### src/rtl/sm_mult_pkg.sv
// sm_mult_pkg: shared constants, rounding-mode encodings and helpers for the sign-magnitude multiplier
package sm_mult_pkg;
  localparam int STAGES_MIN = 1;
  localparam int STAGES_MAX = 3;
  typedef enum logic {RND_TRUNC = 1'b0, RND_HALF_UP = 1'b1} rnd_e;
  function automatic longint unsigned sm_max_mag(input int n);
    return (64'd1 << (n - 1)) - 64'd1;
  endfunction
endpackage

### src/rtl/sm_round_sat.sv
// sm_round_sat: rounding, magnitude saturation and -0 cleanup of a full-width sign-magnitude product
module sm_round_sat
  import sm_mult_pkg::*;
#(
  parameter int N = 16,
  parameter int FRAC = 15
) (
  input  logic [2*N-3:0] p,
  input  logic           s,
  input  logic           rnd_mode,
  output logic [N-1:0]   c,
  output logic           ovf
);
  localparam int PW = 2 * (N - 1) + 1;
  localparam logic [PW-1:0] HALF = PW'(1) << (FRAC - 1);
  localparam logic [PW-1:0] MAX = PW'(sm_max_mag(N));
  logic [PW-1:0] m;
  logic [N-2:0] mag;
  // one spare top bit keeps the rounding add from wrapping
  assign m = ({1'b0, p} + (rnd_mode == RND_HALF_UP ? HALF : '0)) >> FRAC;
  assign ovf = m > MAX;
  assign mag = ovf ? MAX[N-2:0] : m[N-2:0];
  assign c = {s && (|mag), mag};
endmodule

### src/rtl/sm_mult_pipe.sv
// sm_mult_pipe: pipelined sign-magnitude fixed-point multiplier with valid/ready backpressure.
// Optional SM_MULT_OVF_STICKY_EN adds ovf_clr / ovf_sticky.
module sm_mult_pipe
  import sm_mult_pkg::*;
#(
  parameter int N = 16,
  parameter int FRAC = 15,
  parameter int STAGES = 2
) (
  input  logic         clk,
  input  logic         rst,
  input  logic         in_valid,
  output logic         in_ready,
  input  logic [N-1:0] a,
  input  logic [N-1:0] b,
  input  logic         rnd_mode,
  output logic         out_valid,
  input  logic         out_ready,
  output logic [N-1:0] c,
  output logic         ovf
`ifdef SM_MULT_OVF_STICKY_EN
  ,
  input  logic         ovf_clr,
  output logic         ovf_sticky
`endif
);
  localparam int MW = N - 1;
  logic en;
  logic v1, s1, r1;
  logic [MW-1:0] am1, bm1;
  logic v2, s2, r2;
  logic [2*MW-1:0] p2;
  logic [N-1:0] c_nxt;
  logic ovf_nxt;
  // a single global enable freezes every stage, bubbles included
  assign en = !out_valid || out_ready;
  assign in_ready = en;
  if (STAGES < STAGES_MIN || STAGES > STAGES_MAX) begin : g_bad
    $error("sm_mult_pipe: STAGES must be 1, 2 or 3");
  end
  if (STAGES == 3) begin : g_in
    always_ff @(posedge clk)
      if (rst) v1 <= 1'b0;
      else if (en) begin
        v1 <= in_valid;
        s1 <= a[N-1] ^ b[N-1];
        r1 <= rnd_mode;
        am1 <= a[N-2:0];
        bm1 <= b[N-2:0];
      end
  end else begin : g_in_pass
    assign v1 = in_valid;
    assign s1 = a[N-1] ^ b[N-1];
    assign r1 = rnd_mode;
    assign am1 = a[N-2:0];
    assign bm1 = b[N-2:0];
  end
  if (STAGES >= 2) begin : g_prod
    always_ff @(posedge clk)
      if (rst) v2 <= 1'b0;
      else if (en) begin
        v2 <= v1;
        s2 <= s1;
        r2 <= r1;
        p2 <= am1 * bm1;
      end
  end else begin : g_prod_pass
    assign v2 = v1;
    assign s2 = s1;
    assign r2 = r1;
    assign p2 = am1 * bm1;
  end
  sm_round_sat #(.N(N), .FRAC(FRAC)) u_round_sat (
    .p(p2),
    .s(s2),
    .rnd_mode(r2),
    .c(c_nxt),
    .ovf(ovf_nxt)
  );
  always_ff @(posedge clk)
    if (rst) begin
      out_valid <= 1'b0;
      c <= '0;
      ovf <= 1'b0;
    end else if (en) begin
      out_valid <= v2;
      c <= c_nxt;
      ovf <= ovf_nxt;
    end
`ifdef SM_MULT_OVF_STICKY_EN
  always_ff @(posedge clk)
    if (rst) ovf_sticky <= 1'b0;
    else if (out_valid && out_ready && ovf) ovf_sticky <= 1'b1;
    else if (ovf_clr) ovf_sticky <= 1'b0;
`endif
endmodule

### config.mk
export PLATFORM = sky130hd
export DESIGN_NAME = sm_mult_pipe
export DESIGN_NICKNAME = d
export VERILOG_FILES = /design/src/rtl/sm_mult_pkg.sv /design/src/rtl/sm_round_sat.sv /design/src/rtl/sm_mult_pipe.sv
export SDC_FILE = /design/constraint.sdc
export NUM_CORES = 1
export LEC_CHECK = 0
export CORE_MARGIN = 4
export CORE_UTILIZATION = 35
export CTS_CLUSTER_SIZE = 40
export DETAILED_ROUTE_END_ITERATION = 8
export SYNTH_ARGS = -nofsm -noshare
export SYNTH_HDL_FRONTEND = slang
export SYNTH_SLANG_ARGS = --single-unit
### constraint.sdc
create_clock -name clk -period 7.7 [get_ports clk]
set_input_delay 1.54 -clock clk [delete_from_list [all_inputs] [get_ports clk]]
set_output_delay 1.54 -clock clk [all_outputs]
set_load 0.05 [all_outputs]
==> results.sh <==
export IMPL_r2r_end="c[15]"
export IMPL_grt_max_degree=27
export IMPL_seq_area_um2=921
export IMPL_fp_dieH_um=165
export IMPL_crit_path_top_delay_cell="sky130_fd_sc_hd__clkdlybuf4s50_1"
export IMPL_maxCapViolations=0
export IMPL_timing_critical_path_slowest_cell_delay_ps=630
export IMPL_area_of_combinational_cells_with_multiple_inputs_um2=6890
export IMPL_timing_final_setup_violations=0
export IMPL_yosys_area_top_type="sky130_fd_sc_hd__fa_1"
export IMPL_final_hold_viol_count=0
export IMPL_timing_rr_start="p2[14]"
export IMPL_critical_path_n_buffers_inverters=5
export IMPL_clock_fmax_ghz=0.135
export IMPL_tightestPinTransition_ps=869
export IMPL_clock_sinks=37
export IMPL_cts_clk_slew_worst_paths_ps=50
export IMPL_clock_skew_ps=8.55
export IMPL_antenna_cells=0
export IMPL_synth_sequential_area_ratio_pct=10.6
export IMPL_antenna_found_initial=0
export IMPL_period_share_pct=95.9
export IMPL_fill_cells=2438
export IMPL_pwr_share_comb_pct=83.4
export IMPL_post_cts_buffers=0
export IMPL_clk_path_buf_depth=2
export IMPL_hp_class="register to register"
export IMPL_top_level_ports=56
export IMPL_tritoncts="done"
export IMPL_netSwitchingPower_w=0.00195
export IMPL_fin_ws_ps=314
export IMPL_dp_cells=1312
export IMPL_worst_r2r_cell_count=8
export IMPL_regToRegSetupSlack_ps=5260
export IMPL_rsz0062_at_grt="no"
export IMPL_wirelength_um=18900
export IMPL_synth_lib_cells_used_distinct=50
export IMPL_layout_cells_most_common_list="184 x sky130_fd_sc_hd__inv_1, 166 x sky130_fd_sc_hd__fa_1, 141 x sky130_fd_sc_hd__and2_1, 95 x sky130_fd_sc_hd__nand2_1, 92 x sky130_fd_sc_hd__ha_1"
export IMPL_mappedNetlistNets=1218
export IMPL_path_class="input pin to register"
export IMPL_via_count=6255
export IMPL_status="complete, no violations"
export IMPL_post_drt_via_cell_ratio=4.74
export IMPL_worst_hold_path_num_cells=2
export IMPL_dp_worst_setup_slack_ps=-74.7
export IMPL_synthesis_area_um2=8650
export IMPL_power_switching_share_pct=48.1
export IMPL_nets=1290
export IMPL_core_area_um2=24300
export IMPL_layout_drive_gt1_share_pct=7.53
export IMPL_avgSynthCellArea_um2=9.38
export IMPL_hpwl_um=16500
export IMPL_vdd_drop_max_v=0.000331
export IMPL_grt_first_pass_wirelength_um=32200
export IMPL_yosys_register_bits=37
export IMPL_area_growth_synth_to_final_pct=15.7
export IMPL_cellPowerDensity_nw_per_um2=405
export IMPL_synth_edff_count=18
export IMPL_globalRouteTotalUtil_pct=14.6
export IMPL_rows=57
export IMPL_wl_per_cell_um=14.3
export IMPL_hold_path_startpoint="v2"
export IMPL_design_die_area_um2=27300
export IMPL_gp_congestion=0.816
export IMPL_drt_pre_antenna_iters=6
export IMPL_detail_route_iter0_violations=221
export IMPL_seqPwrFrac_pct=11.9
export IMPL_grt_pass1_vias=6519
export IMPL_post_synth_top_area_fraction_pct=38.4
export IMPL_slew_headroom_pct=42.0
export IMPL_holdBufCountCts=0
export IMPL_wp_data_required_ps=7730
export IMPL_global_route_overflow_total=0
export IMPL_p_int_w=0.00211
export IMPL_cts_max_level=2
export IMPL_drtAntennaViolNets=0
export IMPL_crit_path_end_kind="register"
export IMPL_power_share_clock_pct=4.7
export IMPL_crit_path_cell_trace="clkdlybuf4s50_1, and2_1, fa_1, inv_1, fa_1, inv_1, fa_1, fa_1, fa_1, inv_1, fa_1, inv_1, ha_1, o21ai_0, a211oi_1, o31ai_2, a21oi_2, o2111ai_2, nand4b_1, a21oi_1, xnor2_1"
export IMPL_async_reset_ff_share_pct=0
export IMPL_die_width_um=165
export IMPL_crit_arrival_ps=7420
export IMPL_element_type_at_the_critical_path_start="input pin"
export IMPL_min_to="v2"
export IMPL_period_minus_slack_ps=7390
export IMPL_syn_inst=923
export IMPL_root_buffer="sky130_fd_sc_hd__clkbuf_16"
export IMPL_worst_path_dominant_cell_family="adder cells"
export IMPL_initial_utilization_pct=35.6
export IMPL_cts_made_buffers=5
export IMPL_timing_critical_path_fanout_max=12
export IMPL_yosys_warnings=0
export IMPL_ys_top_cells_by_area="sky130_fd_sc_hd__fa_1 38%, sky130_fd_sc_hd__ha_1 13%, sky130_fd_sc_hd__and2_1 10%, sky130_fd_sc_hd__inv_1 8.0%, sky130_fd_sc_hd__edfxtp_1 6.2%"
export IMPL_crit_top_cell="sky130_fd_sc_hd__fa_1"
export IMPL_drv_slew=0
export IMPL_postSynth_topFlopCell="sky130_fd_sc_hd__dfxtp_1"
export IMPL_finalNonFillerCells=1320
export IMPL_worst_skew_pair_late_latency_ps=280
export IMPL_route_detailed_drc=0
export IMPL_power_leakage_nw=4.91
export IMPL_most_common_cell_after_layout_fill_and_taps_aside="sky130_fd_sc_hd__inv_1"
export IMPL_io_buffer_count=55
## metal layers
metal,vias to the layer above,global-route usage (%),routed length [um]
li1,2969,-,-
met4,0,3.10,342
met2,85,25.9,9910
met3,23,1.24,482
met5,-,0,0
met1,3178,19.4,8130
## cell usage after synthesis, types with 9 or more instances
cell type / n
sky130_fd_sc_hd__inv_1: 184
sky130_fd_sc_hd__fa_1: 166
sky130_fd_sc_hd__and2_1: 141
sky130_fd_sc_hd__nand2_1: 95
sky130_fd_sc_hd__ha_1: 92
sky130_fd_sc_hd__clkbuf_1: 34
sky130_fd_sc_hd__nor2_1: 34
sky130_fd_sc_hd__dfxtp_1: 19
sky130_fd_sc_hd__edfxtp_1: 18
sky130_fd_sc_hd__nand3_1: 15
sky130_fd_sc_hd__xnor2_1: 14
sky130_fd_sc_hd__xor2_1: 14
sky130_fd_sc_hd__nand4_1: 10
sky130_fd_sc_hd__a21oi_1: 9
sky130_fd_sc_hd__a311oi_2: 9
sky130_fd_sc_hd__nor3_1: 9
## power by group through the flow
stage / Combinational [W] / Sequential, W / Clock [W]
floorplan: 0.00245 / 0.000557 / 0
global placement: 0.00342 / 0.000487 / 0
detailed placement: 0.00343 / 0.000488 / 0
CTS: 0.00348 / 0.000484 / 0.000194
global route: 0.00389 / 0.000495 / 0.000202
finish: 0.00338 / 0.000483 / 0.000192
## how the worst max path moves through the flow
stage          start  endpoint  cells past startpoint
6_report        b[4]    p2[27]                     21
3_3_place_gp    a[7]    p2[27]                     21
4_1_cts         a[7]    p2[27]                     21
2_1_floorplan   b[9]    p2[24]                     20
3_5_place_dp    a[7]    p2[26]                     21
5_1_grt         b[5]    p2[27]                     21
## registers in the layout (all words and copies together), names as in the netlist
register,count
c,16
out_valid,1
ovf,1
p2,16
r2,1
s2,1
v2,1
## worst min-delay path: stages (launching register included)
cell                      delay, ps
sky130_fd_sc_hd__dfxtp_1        310
sky130_fd_sc_hd__nand2_1         50
sky130_fd_sc_hd__a21oi_1         50
## kinds of logic after synthesis
group / Yosys count / synth area share, %
buffers and inverters: 222 / 9.73
adders and majority gates: 258 / 51.7
and+or+nand+nor: 321 / 19.5
muxes: 1 / 0.116
xor gates and xnor gates: 28 / 2.83
DFF: 37 / 10.6
AOI/OAI and AO/OA: 56 / 5.48
## metrics by stage
| step | area (um^2) | hold slack [ps] | setup TNS [ps] | power, W | utilization [%] |
|---|---|---|---|---|---|
| after floorplan | 8650 | 432 | 0 | 0.00300 | - |
| after global placement | 9870 | 441 | 0 | 0.00390 | 40.6 |
| after detailed placement | 9870 | 459 | -347 | 0.00392 | 40.6 |
| after CTS | 10000 | 467 | 0 | 0.00416 | 41.1 |
| after global routing | 10000 | 489 | 0 | 0.00459 | 41.2 |
| final | 10000 | 463 | 0 | 0.00406 | 41.2 |
## final cells by class
cell class / instances / area share [%]
clock buffers: 7 / 1.32
clock inverters: 1 / 0.0500
inverters: 185 / 6.93
multi-input cells: 664 / 68.8
flip-flops and latches: 37 / 9.20
well taps: 324 / 4.05
repair buffers: 102 / 9.62
## what timing repair did
item	4_1_cts	5_1_grt
endpoints found under the hold margin	0	0
resized for setup	0	4
setup endpoints to repair	0	8
No activity file was read; power rests on OpenSTA's default activity.
